`src/rtl/timer_axi.sv`:
```
// timer_axi: machine timer (64-bit mtime with prescaler, 64-bit mtimecmp) and
// software interrupt bit (msip), exposed as 32-bit words on an AXI4-Lite slave.
// One write and one read may be outstanding at a time, on independent channels.
module timer_axi #(
    parameter int PRESC_W = 16
) (
    input  logic        clk,
    input  logic        reset,
    // write address channel
    input  logic [31:0] s_axi_awaddr,
    input  logic [2:0]  s_axi_awprot,
    input  logic        s_axi_awvalid,
    output logic        s_axi_awready,
    // write data channel
    input  logic [31:0] s_axi_wdata,
    input  logic [3:0]  s_axi_wstrb,
    input  logic        s_axi_wvalid,
    output logic        s_axi_wready,
    // write response channel
    output logic [1:0]  s_axi_bresp,
    output logic        s_axi_bvalid,
    input  logic        s_axi_bready,
    // read address channel
    input  logic [31:0] s_axi_araddr,
    input  logic [2:0]  s_axi_arprot,
    input  logic        s_axi_arvalid,
    output logic        s_axi_arready,
    // read data channel
    output logic [31:0] s_axi_rdata,
    output logic [1:0]  s_axi_rresp,
    output logic        s_axi_rvalid,
    input  logic        s_axi_rready,
    // interrupt requests towards the core
    output logic        int_req_timer,
    output logic        int_req_soft
);

    // Word index decoded from addr[4:2]; indices 6 and 7 are holes in the map.
    typedef enum logic [2:0] {
        REG_MTIME_LO    = 3'd0,
        REG_MTIME_HI    = 3'd1,
        REG_MTIMECMP_LO = 3'd2,
        REG_MTIMECMP_HI = 3'd3,
        REG_MSIP        = 3'd4,
        REG_PRESC       = 3'd5,
        REG_HOLE_6      = 3'd6,
        REG_HOLE_7      = 3'd7
    } reg_sel_e;

    localparam logic [1:0] RESP_OKAY   = 2'b00;
    localparam logic [1:0] RESP_SLVERR = 2'b10;

    // timer state
    logic [63:0]        mtime;
    logic [63:0]        mtimecmp;
    logic               msip;
    logic [PRESC_W-1:0] presc;
    logic [PRESC_W-1:0] pcnt;

    // held write request
    logic               aw_held;
    reg_sel_e           aw_sel;
    logic               w_held;
    logic [31:0]        w_data;
    logic [3:0]         w_strb;

    // combinational helpers
    logic               tick;
    logic               wr_fire;
    logic               wr_mapped;
    logic               aw_hs;
    logic               w_hs;
    logic               ar_hs;
    logic               b_hs;
    logic               r_hs;
    reg_sel_e           ar_sel;
    logic [63:0]        mtime_inc;
    logic [63:0]        mtime_next;
    logic [31:0]        rd_word;
    logic               rd_err;

    // Address bits outside [4:2] and the protection fields carry no meaning here.
    logic unused_bits;
    assign unused_bits = ^{s_axi_awaddr[31:5], s_axi_awaddr[1:0],
                           s_axi_araddr[31:5], s_axi_araddr[1:0],
                           s_axi_awprot, s_axi_arprot};

    // Replace the strobed bytes of old_word with those of new_word.
    function automatic logic [31:0] merge_bytes(input logic [31:0] old_word,
                                                input logic [31:0] new_word,
                                                input logic [3:0]  strb);
        logic [31:0] result;
        result = old_word;
        for (int b = 0; b < 4; b++) begin
            if (strb[b]) begin
                result[8*b +: 8] = new_word[8*b +: 8];
            end
        end
        return result;
    endfunction

    // Each channel accepts a new beat only while nothing of its kind is held
    // and no response is waiting, which keeps the slave single-outstanding.
    assign s_axi_awready = !aw_held && !s_axi_bvalid;
    assign s_axi_wready  = !w_held && !s_axi_bvalid;
    assign s_axi_arready = !s_axi_rvalid;

    assign aw_hs = s_axi_awvalid && s_axi_awready;
    assign w_hs  = s_axi_wvalid && s_axi_wready;
    assign ar_hs = s_axi_arvalid && s_axi_arready;
    assign b_hs  = s_axi_bvalid && s_axi_bready;
    assign r_hs  = s_axi_rvalid && s_axi_rready;

    // The register write commits once both halves of the request are held,
    // and only once, because bvalid rises in the same cycle.
    assign wr_fire   = aw_held && w_held && !s_axi_bvalid;
    assign wr_mapped = (aw_sel != REG_HOLE_6) && (aw_sel != REG_HOLE_7);

    assign tick      = (pcnt == presc);
    assign mtime_inc = mtime + 64'(tick);
    assign ar_sel    = reg_sel_e'(s_axi_araddr[4:2]);

    // Next mtime: the tick is applied first so that unwritten bytes keep the
    // incremented value (including any low-to-high carry) and written bytes win.
    always_comb begin
        mtime_next = mtime_inc;
        if (wr_fire && aw_sel == REG_MTIME_LO) begin
            mtime_next[31:0] = merge_bytes(mtime_inc[31:0], w_data, w_strb);
        end
        if (wr_fire && aw_sel == REG_MTIME_HI) begin
            mtime_next[63:32] = merge_bytes(mtime_inc[63:32], w_data, w_strb);
        end
    end

    // Read multiplexer over the current register values; sampling these at the
    // AR edge means a same-cycle write is not visible to the read.
    always_comb begin
        rd_word = 32'd0;
        rd_err  = 1'b0;
        case (ar_sel)
            REG_MTIME_LO:    rd_word = mtime[31:0];
            REG_MTIME_HI:    rd_word = mtime[63:32];
            REG_MTIMECMP_LO: rd_word = mtimecmp[31:0];
            REG_MTIMECMP_HI: rd_word = mtimecmp[63:32];
            REG_MSIP:        rd_word = {31'd0, msip};
            REG_PRESC:       rd_word = 32'(presc);
            default:         rd_err  = 1'b1;
        endcase
    end

    // Write channel: capture AW and W independently, issue the response when the
    // write commits, and release both holds at the B handshake.
    always_ff @(posedge clk or negedge reset) begin
        if (!reset) begin
            aw_held      <= 1'b0;
            aw_sel       <= REG_MTIME_LO;
            w_held       <= 1'b0;
            w_data       <= 32'd0;
            w_strb       <= 4'd0;
            s_axi_bvalid <= 1'b0;
            s_axi_bresp  <= RESP_OKAY;
        end else begin
            if (aw_hs) begin
                aw_held <= 1'b1;
                aw_sel  <= reg_sel_e'(s_axi_awaddr[4:2]);
            end
            if (w_hs) begin
                w_held <= 1'b1;
                w_data <= s_axi_wdata;
                w_strb <= s_axi_wstrb;
            end
            if (wr_fire) begin
                s_axi_bvalid <= 1'b1;
                s_axi_bresp  <= wr_mapped ? RESP_OKAY : RESP_SLVERR;
            end else if (b_hs) begin
                s_axi_bvalid <= 1'b0;
                aw_held      <= 1'b0;
                w_held       <= 1'b0;
            end
        end
    end

    // Read channel: sample the selected word at the AR handshake and hold it
    // until the master takes it.
    always_ff @(posedge clk or negedge reset) begin
        if (!reset) begin
            s_axi_rvalid <= 1'b0;
            s_axi_rdata  <= 32'd0;
            s_axi_rresp  <= RESP_OKAY;
        end else begin
            if (ar_hs) begin
                s_axi_rvalid <= 1'b1;
                s_axi_rdata  <= rd_word;
                s_axi_rresp  <= rd_err ? RESP_SLVERR : RESP_OKAY;
            end else if (r_hs) begin
                s_axi_rvalid <= 1'b0;
            end
        end
    end

    // Timer registers: free-running mtime behind the prescaler, plus the
    // software-written compare value, msip and prescaler reload.
    always_ff @(posedge clk or negedge reset) begin
        if (!reset) begin
            mtime    <= 64'd0;
            mtimecmp <= '1;
            msip     <= 1'b0;
            presc    <= '0;
            pcnt     <= '0;
        end else begin
            mtime <= mtime_next;

            if (wr_fire && aw_sel == REG_PRESC) begin
                pcnt <= '0;
            end else if (tick) begin
                pcnt <= '0;
            end else begin
                pcnt <= pcnt + PRESC_W'(1);
            end

            if (wr_fire) begin
                case (aw_sel)
                    REG_MTIMECMP_LO: mtimecmp[31:0]  <= merge_bytes(mtimecmp[31:0], w_data, w_strb);
                    REG_MTIMECMP_HI: mtimecmp[63:32] <= merge_bytes(mtimecmp[63:32], w_data, w_strb);
                    REG_MSIP: begin
                        if (w_strb[0]) begin
                            msip <= w_data[0];
                        end
                    end
                    REG_PRESC:       presc <= PRESC_W'(merge_bytes(32'(presc), w_data, w_strb));
                    default: ;
                endcase
            end
        end
    end

    // Timer interrupt is registered, so it reflects the compare of the values
    // that were current before this edge.
    always_ff @(posedge clk or negedge reset) begin
        if (!reset) begin
            int_req_timer <= 1'b0;
        end else begin
            int_req_timer <= (mtime >= mtimecmp);
        end
    end

    assign int_req_soft = msip;

endmodule

```
`config.mk`:
```
export PLATFORM = sky130hd
export DESIGN_NAME = timer_axi
export DESIGN_NICKNAME = d
export VERILOG_FILES = /design/src/rtl/timer_axi.sv
export SDC_FILE = /design/constraint.sdc
export NUM_CORES = 1
export LEC_CHECK = 0
export BUFFER_PORTS_ARGS = -buffer_cell sky130_fd_sc_hd__buf_2
export CORE_ASPECT_RATIO = 0.5
export CORE_MARGIN = 3
export CORE_UTILIZATION = 29
export CTS_CLUSTER_SIZE = 8
export DETAILED_ROUTE_END_ITERATION = 6
export GPL_TIMING_DRIVEN = 0
export PLACE_DENSITY = 0.49
export SLEW_MARGIN = 10
export SYNTH_ARGS = -nofsm -noshare
export SYNTH_HDL_FRONTEND = slang
export SYNTH_SLANG_ARGS = --single-unit
```
`constraint.sdc`:
```
create_clock -name clk -period 4.1 [get_ports clk]
set_input_delay 0.205 -clock clk [delete_from_list [all_inputs] [get_ports clk]]
set_output_delay 0.205 -clock clk [all_outputs]
set_load 0.005 [all_outputs]
```
==> results of run 1 <==
[cells in the mapped netlist, types with 4 or more instances]
master / instances
dfrtp_1: 175
nand2_1: 126
mux2_2: 115
nor2_1: 108
a21oi_1: 90
inv_1: 82
ha_1: 67
dfstp_2: 64
xnor2_1: 61
o21ai_0: 53
nand4_1: 39
clkbuf_1: 38
nand3_1: 30
xor2_1: 26
mux4_2: 17
a22o_1: 16
a22oi_1: 15
nor3_1: 13
a21o_1: 12
and3_1: 11
nor4_1: 10
a2bb2oi_1: 9
mux2i_1: 8
and2_1: 7
and4_1: 7
nor4_2: 6
a31oi_1: 5
buf_1: 5
nor2b_1: 5
o21ai_1: 5
or3_1: 5
or2_2: 4
[kinds of logic after synthesis]
group,synth area share [%]
xor+xnor,5.81
buf+inv,3.84
other cells,0.0286
flops,46.2
mux,13.4
fa+ha+maj,6.39
simple gates,14.4
compound gates,9.86
[layout make-up]
type / instances / area, um2
clock buffer: 58 / 1000
tap: 588 / 736
buffer: 45 / 184
timing repair buffer: 134 / 946
inverter: 84 / 315
multi-input combinational: 898 / 6560
fill: 4466 / 28300
sequential: 239 / 6060
[per-stage QoR]
step,power [W],cells
4_1_cts,0.0117,2047
2_1_floorplan,0.00734,1267
3_3_place_gp,0.00883,1943
5_1_grt,0.0126,2046
6_report,0.0116,2046
3_5_place_dp,0.00890,1945
[worst paths after layout]
path | start | endpoint | slack [ns]
min reg2reg | s_axi_rdata[2] | s_axi_rdata[2] | 0.48
min | reset | s_axi_rvalid | 0.23
min in group clk | s_axi_bready | s_axi_bvalid | 0.42
max in group asynchronous | reset | mtimecmp[0] | 2.99
max reg2reg | pcnt[0] | mtime[60] | 0.33
max | pcnt[0] | mtime[60] | 0.33
[power breakdown]
| part | switching, W | total [W] | internal (W) |
|---|---|---|---|
| Combinational | 0.00190 | 0.00390 | 0.00200 |
| Clock | 0.00107 | 0.00272 | 0.00165 |
| Sequential | 0.00141 | 0.00501 | 0.00359 |
| Total | 0.00438 | 0.0116 | 0.00724 |
[repair_timing]
action / 4_1_cts / 5_1_grt
resized for setup: 2 / 0
cloned: 0 / 0
setup endpoints to repair: 8 / 5
pin swaps: 0 / 0
hold buffers: 44 / 0
endpoints found under the hold margin: 101 / 0
[sequential cells by signal, summed over array words and instances (netlist names)]
| register | count |
|---|---|
| mtime | 64 |
| mtimecmp | 64 |
| s_axi_rdata | 32 |
| w_data | 32 |
| pcnt | 16 |
| presc | 16 |
| w_strb | 4 |
| aw_sel | 3 |
| aw_held | 1 |
| int_req_soft | 1 |
| int_req_timer | 1 |
| s_axi_bresp | 1 |
| s_axi_bvalid | 1 |
| s_axi_rresp | 1 |
| s_axi_rvalid | 1 |
| w_held | 1 |
[critical path: stages (launching register included)]
cell and delay (ns):
dfrtp_1 0.45, xnor2_1 0.25, nand4_1 0.16, nor4_2 0.50
ha_1 0.31, ha_1 0.25, and2_1 0.54, nand3_2 0.39
nor3_2 0.47, a41o_1 0.24, a31oi_1 0.08
[per-layer routing]
metal  routed length [um]  share of wire (%)  vias up  global-route usage (%)
met5                    0                  0        -                       0
met4                  748                1.9        0                    3.97
met3                 1500                3.9       53                    2.57
met2                18100                 46      157                    27.2
met1                18700                 48     4943                    23.2
li1                     -                  -     4821                       -
[cell usage in the layout (no fill, tap or decap), types with 37 or more instances in the layout]
master	Yosys	layout
dfstp_2	64	64
ha_1	67	67
buf_2	0	87
nor2_1	108	108
dfrtp_1	175	175
nand2_1	126	126
o21ai_0	53	53
a21oi_1	90	90
xnor2_1	61	61
mux2_2	115	115
clkbuf_16	0	37
dlygate4sd3_1	0	44
nand4_1	39	39
clkbuf_1	38	58
inv_1	82	82
==> metrics.txt, run 1 <==
outcome=finished clean; cell taking the most area after synthesis=dfrtp_1; Root Driver=clkbuf_16; drt total wl=39000 um; design area=0.0158 mm2; First-pass DRT Iterations=5; GRT Total Usage=16.6%; RSZ-0062 raised after global routing=no; Hold Path Class=primary input to async pin; #FFs+latches synth=239; Post-Syn Area=0.0131 mm2; number of antenna violations at the first check in global routing=0; n_diodes=0; Setup crit start kind=flop; Wirelength per Cell=19.1 um; worst-case vdd ir drop=0.209 mV; RD Place Congestion=0.828; die area=0.0480 mm2; Hold WS=0.231 ns; Critical Path AT=4.16 ns; CTS tree=yes; Critical Path Fanout Max=8; Worst-Margin Slew=1.21 ns; Num CTS Buffers=35; first-pass GRT wire length=61800 um; EDFF count, synth=0; # nets final=1617; Die Ht=156 um; clk sinks=239; Vias=9974; initial core utilization=29.7%; Req. time, crit path=4.49 ns; core area=0.0441 mm2; drt first-iter violations=519; synthesized instance count=1266; detailed placer's ending HPWL=28300 um; minimum clock period=3.77 ns; Worst Reg-to-Reg Cells=10; Synth Warn #=0; vias in the first global route=10244; drt via density=4.87; Pins Over Slew Limit=0; Synth Area per Inst=10.4 um2; IO Port Bufs=88; Tcrit/Tclk final=91.9%; max_slew headroom=19.0%; GRT Residual Overflow=0; top cells by area, synth=dfrtp_1 (33%), dfstp_2 (13%), mux2_2 (9.9%); Post-route DRC=0; leakage power figure=6.63 nW; clock latency on the worst-skew pair=0.53 ns; Power Density=735 mW/mm2; htree depth=2; unique cell type count in the Yosys netlist=55; Final Worst Setup Slack=0.332 ns; Synth top area share=33.4%; layout cell share with drive strength beyond 1=23.9%; post-place setup slack=-0.343 ns; Post-synth ARST share=100%; Die Wd=307 um; TNS Setup=0 ns; Area Growth Syn to Fin=20.6%; largest net degree at the start of global routing=98; Worst Clk Skew=0.0262 ns; max-cap violation count=0; antenna-violating nets left=0; highest clock rate=0.265 GHz; critical path type=flop to flop; Post-synth top flop=dfrtp_1; IO Count=156; maximum root-to-sink buffer count=3; Post-CTS Setup Bufs=0; Seq/Total Area, Yosys=46.2%; Hold Vio Cnt, Final=0; CP endpoint kind=flop; Final Core Density=35.8%; row count=54; Finish-stage setup viols=0; CTS clk-pin slew, worst paths=0.06 ns; dpl cell area=0.0144 mm2
Note: power is estimated with default switching activity, not from simulation.
==> run 2, diff against run 1 <==
--- a/config.mk
+++ b/config.mk
@@ -12,7 +12,7 @@
 export CTS_CLUSTER_SIZE = 8
 export DETAILED_ROUTE_END_ITERATION = 6
 export GPL_TIMING_DRIVEN = 0
-export PLACE_DENSITY = 0.49
+export PLACE_DENSITY = 0.51
 export SLEW_MARGIN = 10
 export SYNTH_ARGS = -nofsm -noshare
 export SYNTH_HDL_FRONTEND = slang
==> constraint.sdc (replaced) <==
create_clock -name clk -period 3.15 [get_ports clk]
set_input_delay 0.1575 -clock clk [delete_from_list [all_inputs] [get_ports clk]]
set_output_delay 0.1575 -clock clk [all_outputs]
set_load 0.005 [all_outputs]
==> metrics.txt, run 2 (same netlist as run 1, synthesis figures left out) <==
detailed placer's ending HPWL=27800 um; Critical Path Fanout Max=6; initial core utilization=29.7%; worst path bufs/invs=0; most frequent CP cell=nor4_4; Vias=9993; Area Growth Syn to Fin=21.5%; most frequent cells in the layout=dfrtp_1 (175), nand2_1 (125), mux2_2 (115), nor2_1 (108), a21oi_1 (90); drt via density=4.86; IO Port Bufs=88; drt first-iter violations=591; Worst Reg-to-Reg Cells=10; Critical Path AT=3.43 ns; most common cell after layout, fill and taps aside=dfrtp_1; RD Place Congestion=0.830; combined area of the multi-input logic cells=0.00664 mm2; largest net degree at the start of global routing=99; post-place setup slack=-1.36 ns; htree depth=2; FF-to-FF Start=presc[0]; Finish-stage setup viols=0; CTS tree=yes; Wirelength per Cell=18.4 um; Power Density=948 mW/mm2; drt total wl=37900 um; vias in the first global route=10033; Fillers=4496; max_slew headroom=19.6%; Worst path top cell family by delay=simple AND/OR/NAND/NOR gates; critical path's slowest cell=dfrtp_1; GRT Total Usage=15.9%; Worst-Margin Slew=1.20 ns; Worst Clk Skew=0.0176 ns; Root Driver=clkbuf_16; # nets final=1620; Hold Vio Cnt, Final=0; Req. time, crit path=3.53 ns; outcome=finished clean; max-cap violation count=0; reg2reg end=mtime[54]; Pins Over Slew Limit=0; Num CTS Buffers=35; GRT Residual Overflow=0; Reg2Reg Setup Slack=0.10 ns; Final Worst Setup Slack=0.102 ns; Setup crit start kind=flop; First-pass DRT Iterations=5; first-pass GRT wire length=59300 um; row count=54; die area=0.0480 mm2; CP cell instances=xnor2_2 > nand4_1 > nor4_4 > ha_2 > ha_1 > and2_4 > nand2_2 > nor4_4 > xnor2_1 > o21ai_1; clock latency on the worst-skew pair=0.53 ns; design area=0.0159 mm2; FF+latch area=0.00606 mm2; core area=0.0441 mm2; IO Count=156; biggest regs=mtime x64, mtimecmp x64; dpl cell area=0.0144 mm2; highest clock rate=0.328 GHz; Die Wd=307 um; Hold Path Class=primary input to async pin; Crit path largest cell delay=0.46 ns; layout cell share with drive strength beyond 1=24.8%; critical path type=flop to flop; antenna-violating nets left=0; WP depth=10; clk sinks=239; minimum clock period=3.05 ns; Die Ht=156 um; CTS clk-pin slew, worst paths=0.05 ns; RSZ-0062 raised after global routing=yes; Tcrit/Tclk final=96.8%; maximum root-to-sink buffer count=3; leakage power figure=6.70 nW; worst-case vdd ir drop=0.341 mV; CP endpoint kind=flop; Crit. Startpoint=presc[0]; Worst setup endpoint=mtime[54]; number of antenna violations at the first check in global routing=1; Post-route DRC=0
## run 2: worst min-delay path by stage
stage | start | to | slack, ns | cells after the start
detailed placement | reset | s_axi_rvalid | 0.14 | 1
global route | reset | s_axi_rvalid | 0.24 | 2
global placement | s_axi_rready | s_axi_rvalid | 0.34 | 2
floorplan | reset | aw_held | -0.14 | 0
CTS | reset | s_axi_rvalid | 0.19 | 2
finish | reset | s_axi_rvalid | 0.17 | 2
## run 2: layout make-up
cell class                 instances  area share [%]
multi-input combinational        898            41.7
sequential                       239            38.0
clock buffer                      61            6.24
timing repair buffer             138            6.13
tap                              588            4.62
inverter                          84            1.98
buffer                            44            1.13
clock inverter                     2           0.157
antenna                            1          0.0157
## run 2: report_power, final
group	total, W	leakage [nW]	switching [W]	internal, W
clock network	0.00354	0.485	0.00141	0.00213
registers	0.00647	2.85	0.00179	0.00468
logic	0.00509	3.36	0.00249	0.00261
total	0.0151	6.70	0.00569	0.00942
## run 2: metal layers
metal  up-vias  GRT usage, %  wire, um
li1       4840             -         -
met1      4971          21.8     18100
met2       133          26.5     17800
met3        49          2.58      1360
met4         0          3.92       686
met5         -             0         0
## run 2: per-stage QoR
step                      power (W)  cells  hold slack (ns)  util, %  setup TNS [ns]
final                        0.0151   2055            0.169     36.1               0
after CTS                    0.0152   2050            0.192     35.9               0
after global placement       0.0114   1943            0.340     32.4         -556.58
after global routing         0.0163   2055            0.237     36.1          -0.134
after detailed placement     0.0115   1945            0.137     32.5          -34.72
after floorplan             0.00955   1267           -0.138        -               0
## run 2: what timing repair did
action	in CTS	in global routing
setup endpoints to repair	55	18
hold buffers	44	0
endpoints found under the hold margin	105	0
buffers inserted	0	4
pin swaps	2	6
resized for setup	10	9
==> run 3, diff against run 2 <==
--- a/config.mk
+++ b/config.mk
@@ -8,11 +8,11 @@
 export BUFFER_PORTS_ARGS = -buffer_cell sky130_fd_sc_hd__buf_2
 export CORE_ASPECT_RATIO = 0.5
 export CORE_MARGIN = 3
-export CORE_UTILIZATION = 29
+export CORE_UTILIZATION = 25
 export CTS_CLUSTER_SIZE = 8
 export DETAILED_ROUTE_END_ITERATION = 6
 export GPL_TIMING_DRIVEN = 0
-export PLACE_DENSITY = 0.51
+export PLACE_DENSITY = 0.46
 export SLEW_MARGIN = 10
 export SYNTH_ARGS = -nofsm -noshare
 export SYNTH_HDL_FRONTEND = slang
==> metrics.txt, run 3 (same netlist as run 1, synthesis figures left out) <==
IO Count=156; GRT Total Usage=14.8%; Worst-Margin Slew=1.24 ns; Hold Vio Cnt, Final=0; leakage power figure=6.70 nW; Worst Clk Skew=0.0268 ns; clock latency on the worst-skew pair=0.54 ns; Root Driver=clkbuf_16; layout cell share with drive strength beyond 1=24.5%; Pins Over Slew Limit=0; IO Port Bufs=88; Tot Pwr=0.0152 W; Reg2Reg Setup Slack=0.20 ns; CP endpoint kind=flop; outcome=finished clean; # nets final=1621; RD Place Congestion=0.831; Fillers=5290; htree depth=2; maximum root-to-sink buffer count=3; most frequent cells in the layout=dfrtp_1 (175), nand2_1 (125), mux2_2 (115), nor2_1 (108), a21oi_1 (90); Vias=9997; vias in the first global route=10350; number of antenna violations at the first check in global routing=1; RSZ-0062 raised after global routing=yes; worst-case vdd ir drop=0.358 mV; max_slew headroom=17.0%; biggest regs=mtime x64, mtimecmp x64; Die Ht=168 um; max-cap violation count=0; drt total wl=40200 um; CTS clk-pin slew, worst paths=0.05 ns; Finish-stage setup viols=0; initial core utilization=25.7%; GRT Residual Overflow=0; Num CTS Buffers=35; FF+latch area=0.00606 mm2; Tcrit/Tclk final=93.6%; most common cell after layout, fill and taps aside=dfrtp_1; drt via density=4.63; reg2reg end=int_req_timer; Area Growth Syn to Fin=22.3%; Critical Path Fanout Max=3; highest clock rate=0.339 GHz; first-pass GRT wire length=63300 um; Hold Path Class=primary input to async pin; critical path type=flop to flop; clk sinks=239; drt first-iter violations=611; First-pass DRT Iterations=6; Setup crit start kind=flop; Post-route DRC=0; Wirelength per Cell=18.6 um; minimum clock period=2.95 ns; core area=0.0510 mm2; Req. time, crit path=3.55 ns; TNS Setup=0 ns; combined area of the multi-input logic cells=0.00661 mm2; Worst Reg-to-Reg Cells=8; die area=0.0554 mm2; row count=58; FF-to-FF Start=mtimecmp[22]; Critical Path AT=3.35 ns; detailed placer's ending HPWL=29200 um; largest net degree at the start of global routing=97; CTS tree=yes; Die Wd=330 um; antenna-violating nets left=0; Power Density=950 mW/mm2
-- run 3: cell type report --
cell class	instances	area share [%]
Tap cell	690	5.38
Inverter	84	1.97
Antenna cell	1	0.0156
Timing Repair Buffer	139	6.13
Clock buffer	61	6.20
Buffer	44	1.12
Clock inverter	2	0.156
Sequential cell	239	37.8
Multi-Input combinational cell	898	41.2
-- run 3: worst max path at each step --
stage          slack (ns)  depth (start not counted)       endpoint    startpoint
2_1_floorplan        0.45                         11      mtime[60]       pcnt[8]
3_3_place_gp        -2.75                          1      mtime[25]         reset
3_5_place_dp        -1.50                         11      mtime[60]      presc[0]
4_1_cts              0.06                         10      mtime[57]       pcnt[1]
5_1_grt            -0.005                         10      mtime[57]       pcnt[1]
6_report             0.20                          8  int_req_timer  mtimecmp[22]
-- run 3: per-layer routing --
metal | global-route usage [%] | vias to the layer above | share of wire, %
met2 | 24.1 | 145 | 47
met3 | 2.41 | 55 | 3.5
met5 | 0 | - | 0.032
met1 | 20.2 | 4981 | 47
met4 | 4.45 | 2 | 2.4
li1 | - | 4814 | -
-- run 3: power by group --
part           total (W)  internal, W  switching [W]
sequential       0.00651      0.00468        0.00183
clock            0.00359      0.00214        0.00145
combinational    0.00514      0.00260        0.00253
-- run 3: metrics by stage --
stage / setup WS, ns / area, um2 / hold slack (ns) / instances / utilization (%)
3_3_place_gp: -2.75 / 14400 / 0.340 / 2045 / 28.3
4_1_cts: 0.0554 / 16000 / 0.158 / 2154 / 31.3
3_5_place_dp: -1.50 / 14500 / 0.126 / 2047 / 28.4
5_1_grt: -0.00476 / 16000 / 0.198 / 2157 / 31.4
6_report: 0.202 / 16000 / 0.146 / 2158 / 31.4
2_1_floorplan: 0.447 / 13100 / -0.138 / 1267 / -
-- run 3: critical path, cell delays in order (launching register included) --
cell     delay, ns
dfstp_2       0.54
inv_1         0.04
ha_1          0.30
nand4_1       0.22
nor4_1        0.84
nand2_1       0.09
o21ai_0       0.34
nor4_1        0.11
o21ai_0       0.34
-- run 3: repair_timing --
action,CTS,global route
hold buffers,44,0
gates resized for setup,9,5
pin swaps,2,3
endpoints found under the hold margin,99,0
setup buffers,2,3
setup endpoints to repair,56,18
